### config.mk
export PLATFORM = sky130hd
export DESIGN_NAME = video_timing_ctrl
export DESIGN_NICKNAME = d
export VERILOG_FILES = /design/src/rtl/video_pkg.sv /design/src/rtl/video_axis_counter.sv /design/src/rtl/video_timing_ctrl.sv
export SDC_FILE = /design/constraint.sdc
export NUM_CORES = 1
export LEC_CHECK = 0
export ABC_AREA = 1
export BUFFER_PORTS_ARGS = -buffer_cell sky130_fd_sc_hd__buf_2
export CAP_MARGIN = 20
export CORE_MARGIN = 3
export CORE_UTILIZATION = 36
export DETAILED_ROUTE_END_ITERATION = 8
export GPL_TIMING_DRIVEN = 1
export SETUP_SLACK_MARGIN = 0.02
export SKIP_CTS_REPAIR_TIMING = 1
export SYNTH_ARGS = -nofsm -noshare
export SYNTH_HDL_FRONTEND = slang
export SYNTH_HIERARCHICAL = 1
export SYNTH_SLANG_ARGS = --single-unit
### constraint.sdc
create_clock -name clk -period 2 [get_ports clk]
set_clock_uncertainty 0.05 [all_clocks]
set_input_delay 0.1 -clock clk [delete_from_list [all_inputs] [get_ports clk]]
set_output_delay 0.1 -clock clk [all_outputs]
set_load 0.02 [all_outputs]
### src/rtl/video_pkg.sv
// rtl/video_pkg.sv - shared timing constants and types for the raster generator
package video_pkg;

   localparam int DEF_H_ACTIVE = 640;
   localparam int DEF_H_FP     = 16;
   localparam int DEF_H_SYNC   = 96;
   localparam int DEF_H_BP     = 48;
   localparam int DEF_V_ACTIVE = 480;
   localparam int DEF_V_FP     = 10;
   localparam int DEF_V_SYNC   = 2;
   localparam int DEF_V_BP     = 33;
   localparam int DEF_CW       = 10;

   typedef enum logic {
      ST_IDLE,
      ST_RUN
   } ctrl_state_e;

   typedef enum logic [1:0] {
      PH_ACTIVE,
      PH_FP,
      PH_SYNC,
      PH_BP
   } axis_phase_e;

   typedef struct packed {
      logic [2:0] r;
      logic [2:0] g;
      logic [2:0] b;
   } pixel_t;

endpackage

### src/rtl/video_axis_counter.sv
// rtl/video_axis_counter.sv - one raster axis: wrapping counter with phase decode
module video_axis_counter
   import video_pkg::*;
#(
   parameter int ACTIVE = DEF_H_ACTIVE,
   parameter int FP     = DEF_H_FP,
   parameter int SYNC   = DEF_H_SYNC,
   parameter int BP     = DEF_H_BP,
   parameter int CW     = DEF_CW
) (
   input  logic          clk,
   input  logic          reset,
   input  logic          cnt_en_i,
   output logic          wrap_o,
   output logic [CW-1:0] count_o,
   output axis_phase_e   phase_o,
   output logic          sync_o
);

   localparam logic [CW-1:0] ACT_END  = CW'(ACTIVE);
   localparam logic [CW-1:0] FP_END   = CW'(ACTIVE + FP);
   localparam logic [CW-1:0] SYNC_END = CW'(ACTIVE + FP + SYNC);
   localparam logic [CW-1:0] LAST     = CW'(ACTIVE + FP + SYNC + BP - 1);

   logic [CW-1:0] count_q, count_d;

   assign wrap_o  = cnt_en_i && (count_q == LAST);
   assign count_o = count_q;

   always_comb begin
      count_d = count_q;
      if (cnt_en_i) begin
         count_d = wrap_o ? '0 : count_q + 1'b1;
      end
   end

   always_ff @(posedge clk or posedge reset) begin
      if (reset) begin
         count_q <= '0;
      end else begin
         count_q <= count_d;
      end
   end

   always_comb begin
      phase_o = PH_BP;
      if (count_q < ACT_END) begin
         phase_o = PH_ACTIVE;
      end else if (count_q < FP_END) begin
         phase_o = PH_FP;
      end else if (count_q < SYNC_END) begin
         phase_o = PH_SYNC;
      end
   end

   assign sync_o = (phase_o == PH_SYNC);

endmodule

### src/rtl/video_timing_ctrl.sv
// rtl/video_timing_ctrl.sv - raster timing generator pulling pixels from an upstream source
module video_timing_ctrl
   import video_pkg::*;
#(
   parameter int H_ACTIVE = DEF_H_ACTIVE,
   parameter int H_FP     = DEF_H_FP,
   parameter int H_SYNC   = DEF_H_SYNC,
   parameter int H_BP     = DEF_H_BP,
   parameter int V_ACTIVE = DEF_V_ACTIVE,
   parameter int V_FP     = DEF_V_FP,
   parameter int V_SYNC   = DEF_V_SYNC,
   parameter int V_BP     = DEF_V_BP,
   parameter int SYNC_POL = 1,
   parameter int CW       = DEF_CW
) (
   input  logic          clk,
   input  logic          reset,
   input  logic          enable,
   input  logic [8:0]    pixel_data,
   input  logic          pixel_valid,
   output logic          pixel_ready,
   output logic [CW-1:0] x,
   output logic [CW-1:0] y,
   output logic          hsync,
   output logic          vsync,
   output logic          blank,
   output logic [2:0]    red,
   output logic [2:0]    green,
   output logic [2:0]    blue,
   output logic          frame_start,
   output logic          underflow,
   input  logic          underflow_clr
);

   localparam logic SYNC_ON = (SYNC_POL != 0);

   ctrl_state_e   state_q, state_d;
   logic          run;
   logic          h_wrap, v_wrap, h_sync, v_sync;
   logic [CW-1:0] h_count, v_count;
   axis_phase_e   h_phase, v_phase;
   pixel_t        pixel_in;

   logic   hsync_q, hsync_d, vsync_q, vsync_d, blank_q, blank_d;
   logic   frame_start_q, frame_start_d, underflow_q, underflow_d;
   pixel_t rgb_q, rgb_d;

   assign run = (state_q == ST_RUN);

   video_axis_counter #(
      .ACTIVE(H_ACTIVE), .FP(H_FP), .SYNC(H_SYNC), .BP(H_BP), .CW(CW)
   ) u_h_axis (
      .clk(clk), .reset(reset), .cnt_en_i(run), .wrap_o(h_wrap),
      .count_o(h_count), .phase_o(h_phase), .sync_o(h_sync)
   );

   video_axis_counter #(
      .ACTIVE(V_ACTIVE), .FP(V_FP), .SYNC(V_SYNC), .BP(V_BP), .CW(CW)
   ) u_v_axis (
      .clk(clk), .reset(reset), .cnt_en_i(h_wrap), .wrap_o(v_wrap),
      .count_o(v_count), .phase_o(v_phase), .sync_o(v_sync)
   );

   // v_wrap marks the last clock of a frame, the only point enable is honoured in RUN
   always_comb begin
      state_d = state_q;
      case (state_q)
         ST_IDLE: if (enable) state_d = ST_RUN;
         ST_RUN:  if (v_wrap && !enable) state_d = ST_IDLE;
         default: state_d = ST_IDLE;
      endcase
   end

   assign pixel_ready = run && (h_phase == PH_ACTIVE) && (v_phase == PH_ACTIVE);
   assign x           = pixel_ready ? h_count : '0;
   assign y           = pixel_ready ? v_count : '0;
   assign pixel_in    = pixel_t'(pixel_data);

   always_comb begin
      hsync_d       = (run && h_sync) ? SYNC_ON : ~SYNC_ON;
      vsync_d       = (run && v_sync) ? SYNC_ON : ~SYNC_ON;
      blank_d       = !pixel_ready;
      rgb_d         = (pixel_ready && pixel_valid) ? pixel_in : '0;
      frame_start_d = pixel_ready && (h_count == '0) && (v_count == '0);
      underflow_d   = (pixel_ready && !pixel_valid) || (underflow_q && !underflow_clr);
   end

   always_ff @(posedge clk or posedge reset) begin
      if (reset) begin
         state_q       <= ST_IDLE;
         hsync_q       <= ~SYNC_ON;
         vsync_q       <= ~SYNC_ON;
         blank_q       <= 1'b1;
         rgb_q         <= '0;
         frame_start_q <= 1'b0;
         underflow_q   <= 1'b0;
      end else begin
         state_q       <= state_d;
         hsync_q       <= hsync_d;
         vsync_q       <= vsync_d;
         blank_q       <= blank_d;
         rgb_q         <= rgb_d;
         frame_start_q <= frame_start_d;
         underflow_q   <= underflow_d;
      end
   end

   assign hsync       = hsync_q;
   assign vsync       = vsync_q;
   assign blank       = blank_q;
   assign red         = rgb_q.r;
   assign green       = rgb_q.g;
   assign blue        = rgb_q.b;
   assign frame_start = frame_start_q;
   assign underflow   = underflow_q;

endmodule

==> impl_results.md, run 1 <==
- Worst R2R End: u_v_axis/count_o[9]
- Antenna cells: 0
- Post-Synth Simple-Gate Area: 0.369
- Synth Area in Compound Gates: 0.0234
- Seq cells post-synth: 35
- Syn nets: 319
- Root buf cell: clkbuf_8
- Fillers: 592
- WL final: 4880 um
- Row count: 27
- CP max FO: 21
- Main area contributors after synthesis: dfrtp_1 41%, inv_1 14%, nand2_1 12%, nor2_1 11%, nor2_2 3.3%
- Crit-path max cell delay: 410 ps
- 1st-iter DRT viols: 85
- Reg-to-reg slack, setup: 250 ps
- VDD IR max: about 360 uV
- Core Area: 0.00557 mm2
- Avg Synthesized Cell Area: 6.92 um2
- CTS tree: yes
- Async S/R FF share, synth: 1.00
- YS warnings: 6
- Synth top cells by count: 76 x inv_1, 67 x nand2_1, 60 x nor2_1, 34 x dfrtp_1
- Worst EP arrival: 1900 ps
- First-pass DRT Iterations: 5
- LEAKAGE: 1.67 nW
- Layout cells sized above 1: 0.268
- # IOs: a little under 50
- Top FF cell, synth: dfrtp_1
- Largest net degree at the start of global routing: 22
- Hold Path Class: primary input to flop
- Longest Clk Path Bufs: 2
- Critical Path End Type: output pin
- Final antenna-violating net count: 0
- Hold Fails Final Rpt: 0
- Worst-Skew Late Latency: approximately 300 ps
- EDFF count, synth: 0
- Port buffer count: 48
- Vias in the first global route: between 1,500 and 2,000
- Pre-CTS WS: 142 ps
- Hpwl dp: 3540 um
- Average vias per placed instance: 4.37
- Synth Cell Area: between 0.002 and 0.0025 mm2
- Die width: 82.2 um
- Cells after synthesis: ~300
- Fraction of synthesized area in multiplexers: 0
- Count leader, synth: inv_1
- Minimum clock period: 2050 ps
- Clock Sinks: 35
- Area share of fa/ha/maj cells after synthesis: 0.0180
- Req. time, crit path: 1850 ps
- Failing checks: negative setup slack
- Sequential area share after synthesis: 0.420
- TritonCTS buffer count: 5
- Number of antenna violations at the first check in global routing: 0
- Slew HR: 0.625
- Status: finished, violations left
- RSZ-0062 raised after global routing: yes
- Placer Congestion: 0.804
- PD cells: 559 mW/mm2
- Share of the synthesized area in the top cell type: 0.407
- Cell taking the most area after synthesis: dfrtp_1
- CP Class: flop to output pin
- CTS clk-pin slew, worst paths: 70 ps
- DRC: 0
- Fin Setup TNS: -194 ps
- Initial cell density of the core: 0.375
- Synth cell types: 22
- Drt wl/cell: 10.8 um
- CP cell instances: nor3_2, nand3_1, nor2_2, nor2_1, nor2_1, nand2_1, nor2_4, inv_6, nor2_1, buf_4
- First-pass GRT wire length: 7720 um
- Setup WS post-layout: -54.7 ps
- Max-cap violations: 0
- Most used cell, CP: nor2_1
- Via Count: 1,974
- Critical path startpoint: u_v_axis/count_o[4]
- Slowest CP cell: dfrtp_1
- Die Footprint: about 0.0068 mm2
- Critical Path Start Type: flop
- Crit path to: x[2]
- Tcrit/Tclk final: 1.03
- Actual slew at the worst max-slew pin: approximately 560 ps
- Number of placed instances, taps included: 431
- Xor/xnor share of the synthesized area: 0.0168
- Max Freq: around 490 MHz
- Area grow syn2layout: 33.8%
- R2R cell count: 11
- Nets@finish: 396
- Die H: 82.2 um
- Final setup fails: 12
- CTS HTree Levels: 2
- Fin cells: 452
- GRT Resource Usage Total: 0.150
- Largest family of logic cells by synthesized area: simple AND/OR/NAND/NOR gates
- Worst reg2reg startpoint: u_h_axis/count_o[0]
- Max-slew violation count: 0
- Gr ovfl total: 0
==> flip-flops by register name, indices dropped and copies added (netlist names), 3 cells and up <==
register and count:
blue 3, u_h_axis/count_o 10, red 3, green 3, u_v_axis/count_o 10
==> where the power goes <==
| group | internal, mW | total [mW] | switching [mW] |
|---|---|---|---|
| logic | 0.0366 | 0.0836 | 0.0470 |
| registers | 0.718 | 0.721 | 0.00260 |
| clock network | 0.498 | 0.758 | 0.260 |
| total | 1.25 | 1.56 | 0.310 |
==> per-layer routing <==
metal	global-route usage	part of all wire	vias up
met5	0	0	-
met4	0.0548	0.011	0
met3	0.0336	0.049	7
met2	0.248	0.49	39
met1	0.190	0.45	902
li1	-	-	1026
==> critical path, delay by kind of cell, from the launching register on <==
| family | cells | cell delay (ps) |
|---|---|---|
| simple gates | 8 | 940 |
| flops | 1 | 410 |
| buf+inv | 2 | 270 |
==> layout make-up <==
cell class | instances | area (um2) | area share
clock buffers | 6 | 72.6 | 0.0260
clock inverters | 2 | 60.1 | 0.0215
inverters | 79 | 302 | 0.108
multi-input cells | 186 | 901 | 0.322
flip-flops and latches | 35 | 880 | 0.315
well taps | 72 | 90.1 | 0.0322
repair buffers | 72 | 490 | 0.175
==> layout by cell type (no fill, tap or decap) <==
cell / instances
dfrtp_2: 2
inv_1: 75
xor2_1: 4
inv_6: 1
o21bai_1: 1
clkbuf_8: 5
o21bai_2: 1
dlygate4sd3_1: 12
a21oi_1: 1
clkbuf_1: 1
ha_1: 3
o21ai_1: 2
nand3_2: 2
dfrtp_1: 32
nand4_2: 1
bufinv_16: 2
nor2_1: 59
nor3_2: 1
nand3_1: 11
o21ai_0: 3
nand2_1: 67
nor2_2: 12
nand2_2: 6
nor2_4: 5
buf_2: 32
nor3_1: 3
buf_4: 28
dfstp_2: 1
nand4_1: 4
inv_2: 3
==> through the flow <==
step	util	hold slack (ps)	power, mW	instance area, um2
floorplan	-	-110	0.771	2090
global placement	0.445	93.1	0.801	2480
detailed placement	0.445	96.1	0.802	2480
CTS	0.469	-226	1.56	2610
global route	0.501	66.5	1.63	2800
finish	0.501	46.3	1.56	2800
==> kinds of logic after synthesis <==
family	count (synthesis)
DFF	35
and+or+nand+nor	171
buffers and inverters	81
xor gates and xnor gates	4
adders and majority gates	3
AOI/OAI and AO/OA	8
==> how the worst min path moves through the flow <==
stage / start / to / slack [ps] / cells past startpoint
3_3_place_gp: reset / u_v_axis/count_o[2] / 90 / 2
4_1_cts: reset / u_v_axis/count_o[9] / -230 / 2
2_1_floorplan: reset / u_h_axis/count_o[0] / -110 / 1
6_report: pixel_valid / underflow / 50 / 4
3_5_place_dp: reset / u_h_axis/count_o[1] / 100 / 2
5_1_grt: pixel_valid / underflow / 70 / 4
No activity file was read; power rests on OpenSTA's default activity.
==> run 2, diff against run 1 <==
CORE_MARGIN = 4   (was 3)
==> impl_results.md, run 2 (synthesis gave the netlist of run 1 again) <==
- Initial cell density of the core: 0.375 (unchanged)
- Area grow syn2layout: 40.1%
- Vias in the first global route: 1,743 (+2.2%)
- Fin Setup TNS: -1040 ps (-844 ps)
- P_sw: 0.320 mW (+3.5%)
- Slew HR: 0.633 (+0.00797)
- First-pass DRT Iterations: 4 (-1)
- Final setup fails: 21 (+9)
- Final antenna-violating net count: 0 (unchanged)
- Worst reg2reg startpoint: u_v_axis/count_o[4]
- Gr busiest metal: met2
- Max-slew violation count: 0 (unchanged)
- CP Class: flop to output pin
- RSZ-0062 raised after global routing: yes
- Row count: 27 (unchanged)
- Gr ovfl total: 0 (unchanged)
- Most frequent cells in the layout: 75 x inv_1, 67 x nand2_1, 50 x nor2_1
- Die Footprint: 0.00709 mm2 (+4.9%)
- Nets@finish: 403 (+1.8%)
- M3 GR Usage: 0.0353 (+0.00171)
- CTS tree: yes
- 1st-iter DRT viols: 115 (+35%)
- Die H: 84.2 um (+2.4%)
- LEAKAGE: 1.71 nW (+2.0%)
- PD cells: 450 mW/mm2 (-19%)
- Hold Path End: underflow
- WL final: 5130 um (+5.1%)
- Dpl cell area: 0.00249 mm2 (+0.61%)
- Clk network pwr share: 0.390 (-0.095)
- VDD IR max: 354 uV (-1.5%)
- Antenna cells: 0 (unchanged)
- Fillers: 550 (-7.1%)
- Root buf cell: clkbuf_8
- Hold path depth: 4 (unchanged)
- Longest Clk Path Bufs: 2 (unchanged)
- Hpwl dp: 3660 um (+3.2%)
- Placer Congestion: 0.862 (+7.2%)
- Reg-to-reg slack, setup: 180 ps (-70 ps)
- Sequential cell area: 878 um2 (-0.14%)
- Layout cells sized above 1: 0.305 (+0.0365)
- Fin cells: 459 (+1.5%)
- Commonest non-fill, non-tap cell in the layout: inv_1
- Hold Path Class: primary input to flop
- Number of antenna violations at the first check in global routing: 0 (unchanged)
- Critical Path End Type: output pin
- First-pass GRT wire length: 7840 um (+1.5%)
- Req. time, crit path: 1850 ps (about the same)
- Minimum clock period: 2080 ps (+29.1 ps)
- Worst-Skew Late Latency: 290 ps (about the same)
- Max-cap violations: 0 (unchanged)
- Via Count: 2,039 (+3.3%)
- Max Freq: 480 MHz (-1.4%)
- Final Util: 0.525 (+0.0236)
- Seq pwr share: 0.547 (+0.086)
- GRT Resource Usage Total: 0.136 (-0.0135)
- Setup WS post-layout: -83.8 ps (-29.1 ps)
- Pre-CTS WS: 126 ps (-16.2 ps)
- Multi-input logic area: 953 um2 (+5.8%)
- R2R cell count: 11 (unchanged)
- Critical Path Start Type: flop
- Worst hold margin: 49.3 ps (+2.97 ps)
- GR Util met1: 0.173 (-0.0171)
- Grt met2 use: 0.222 (-0.0259)
- Largest net degree at the start of global routing: 22 (unchanged)
- Post-route design area: 0.00293 mm2 (+4.7%)
- Actual slew at the worst max-slew pin: 550 ps (-11.9 ps)
- Worst EP arrival: 1930 ps (+30 ps)
- CTS clk-pin slew, worst paths: 70 ps (about the same)
- P_int: 0.997 mW (-20%)
- Port buffer count: 48 (unchanged)
- Die width: 84.2 um (+2.4%)
- Power, Total: 1.32 mW (-16%)
- DRC: 0 (unchanged)
- Comb pwr share: 0.063 (+0.009)
- TritonCTS buffer count: 5 (unchanged)
- Core Area: 0.00557 mm2 (unchanged)
- Average vias per placed instance: 4.44 (+1.7%)
- Failing checks: negative setup slack
- CP max FO: 10 (-52%)
- Hold Fails Final Rpt: 0 (unchanged)
- CTS HTree Levels: 2 (unchanged)
- Hold path startpoint: pixel_valid
- Clock Sinks: 35 (unchanged)
- Number of placed instances, taps included: 433 (+0.46%)
- Status: finished, violations left
- Tcrit/Tclk final: 1.04 (+0.0146)
- # IOs: 49 (unchanged)
- Worst R2R End: blue[1]
- Sw Ratio: 0.243 (+0.0452)
- Drt wl/cell: 11.2 um (+3.5%)
run 2: cell count changes in the layout (fill, tap and decap cells not counted):
cell	change
clkinvlp_4	+2
dfrtp_2	-1
dfrtp_1	+1
nor2_4	+6
buf_2	-5
nor2_2	+3
inv_8	+1
buf_12	+1
buf_6	+9
clkinv_2	+1
clkbuf_1	-1
nor2_1	-9
bufinv_16	-2
inv_12	+1
run 2: how the worst max path moves through the flow:
stage	start	to	depth (start not counted)
after floorplan	u_v_axis/count_o[5]	x[0]	11
final	u_v_axis/count_o[4]	x[8]	11
after CTS	u_v_axis/count_o[3]	y[1]	11
after global routing	u_v_axis/count_o[3]	x[6]	12
after detailed placement	u_v_axis/count_o[3]	x[1]	11
after global placement	u_v_axis/count_o[3]	y[1]	11
run 2: metal layers:
| metal | routed length [um] | vias up | part of all wire |
|---|---|---|---|
| li1 | - | 1042 | - |
| met1 | 2240 | 936 | 0.44 |
| met2 | 2500 | 51 | 0.49 |
| met3 | 285 | 10 | 0.056 |
| met4 | 97 | 0 | 0.019 |
| met5 | 0 | - | 0 |
run 2: power groups by stage:
stage | combinational, mW | sequential (mW) | clock (mW)
3_3_place_gp | 0.0669 | 0.734 | 0
6_report | 0.0835 | 0.720 | 0.513
2_1_floorplan | 0.0218 | 0.749 | 0
5_1_grt | 0.0932 | 0.721 | 0.562
3_5_place_dp | 0.0672 | 0.734 | 0
4_1_cts | 0.0674 | 0.720 | 0.531
run 2: worst max-delay path: stages, from the launching register on:
cell and delay [ps]:
dfrtp_1 400, nor3_2 170, nand3_1 130, nor2_2 140, nor2_1 50, nor2_1 90, nand2_1 90, nor2_4 130
buf_12 150, inv_8 60, nor2_2 90, buf_4 150
run 2: final cells by class:
type,instances,area share
Timing Repair Buffer,77,0.201
Sequential cell,35,0.300
Clock buffer,5,0.0235
Clock inverter,3,0.00684
Inverter,79,0.106
Tap cell,72,0.0308
Multi-Input combinational cell,186,0.326
Timing Repair inverter,2,0.00684
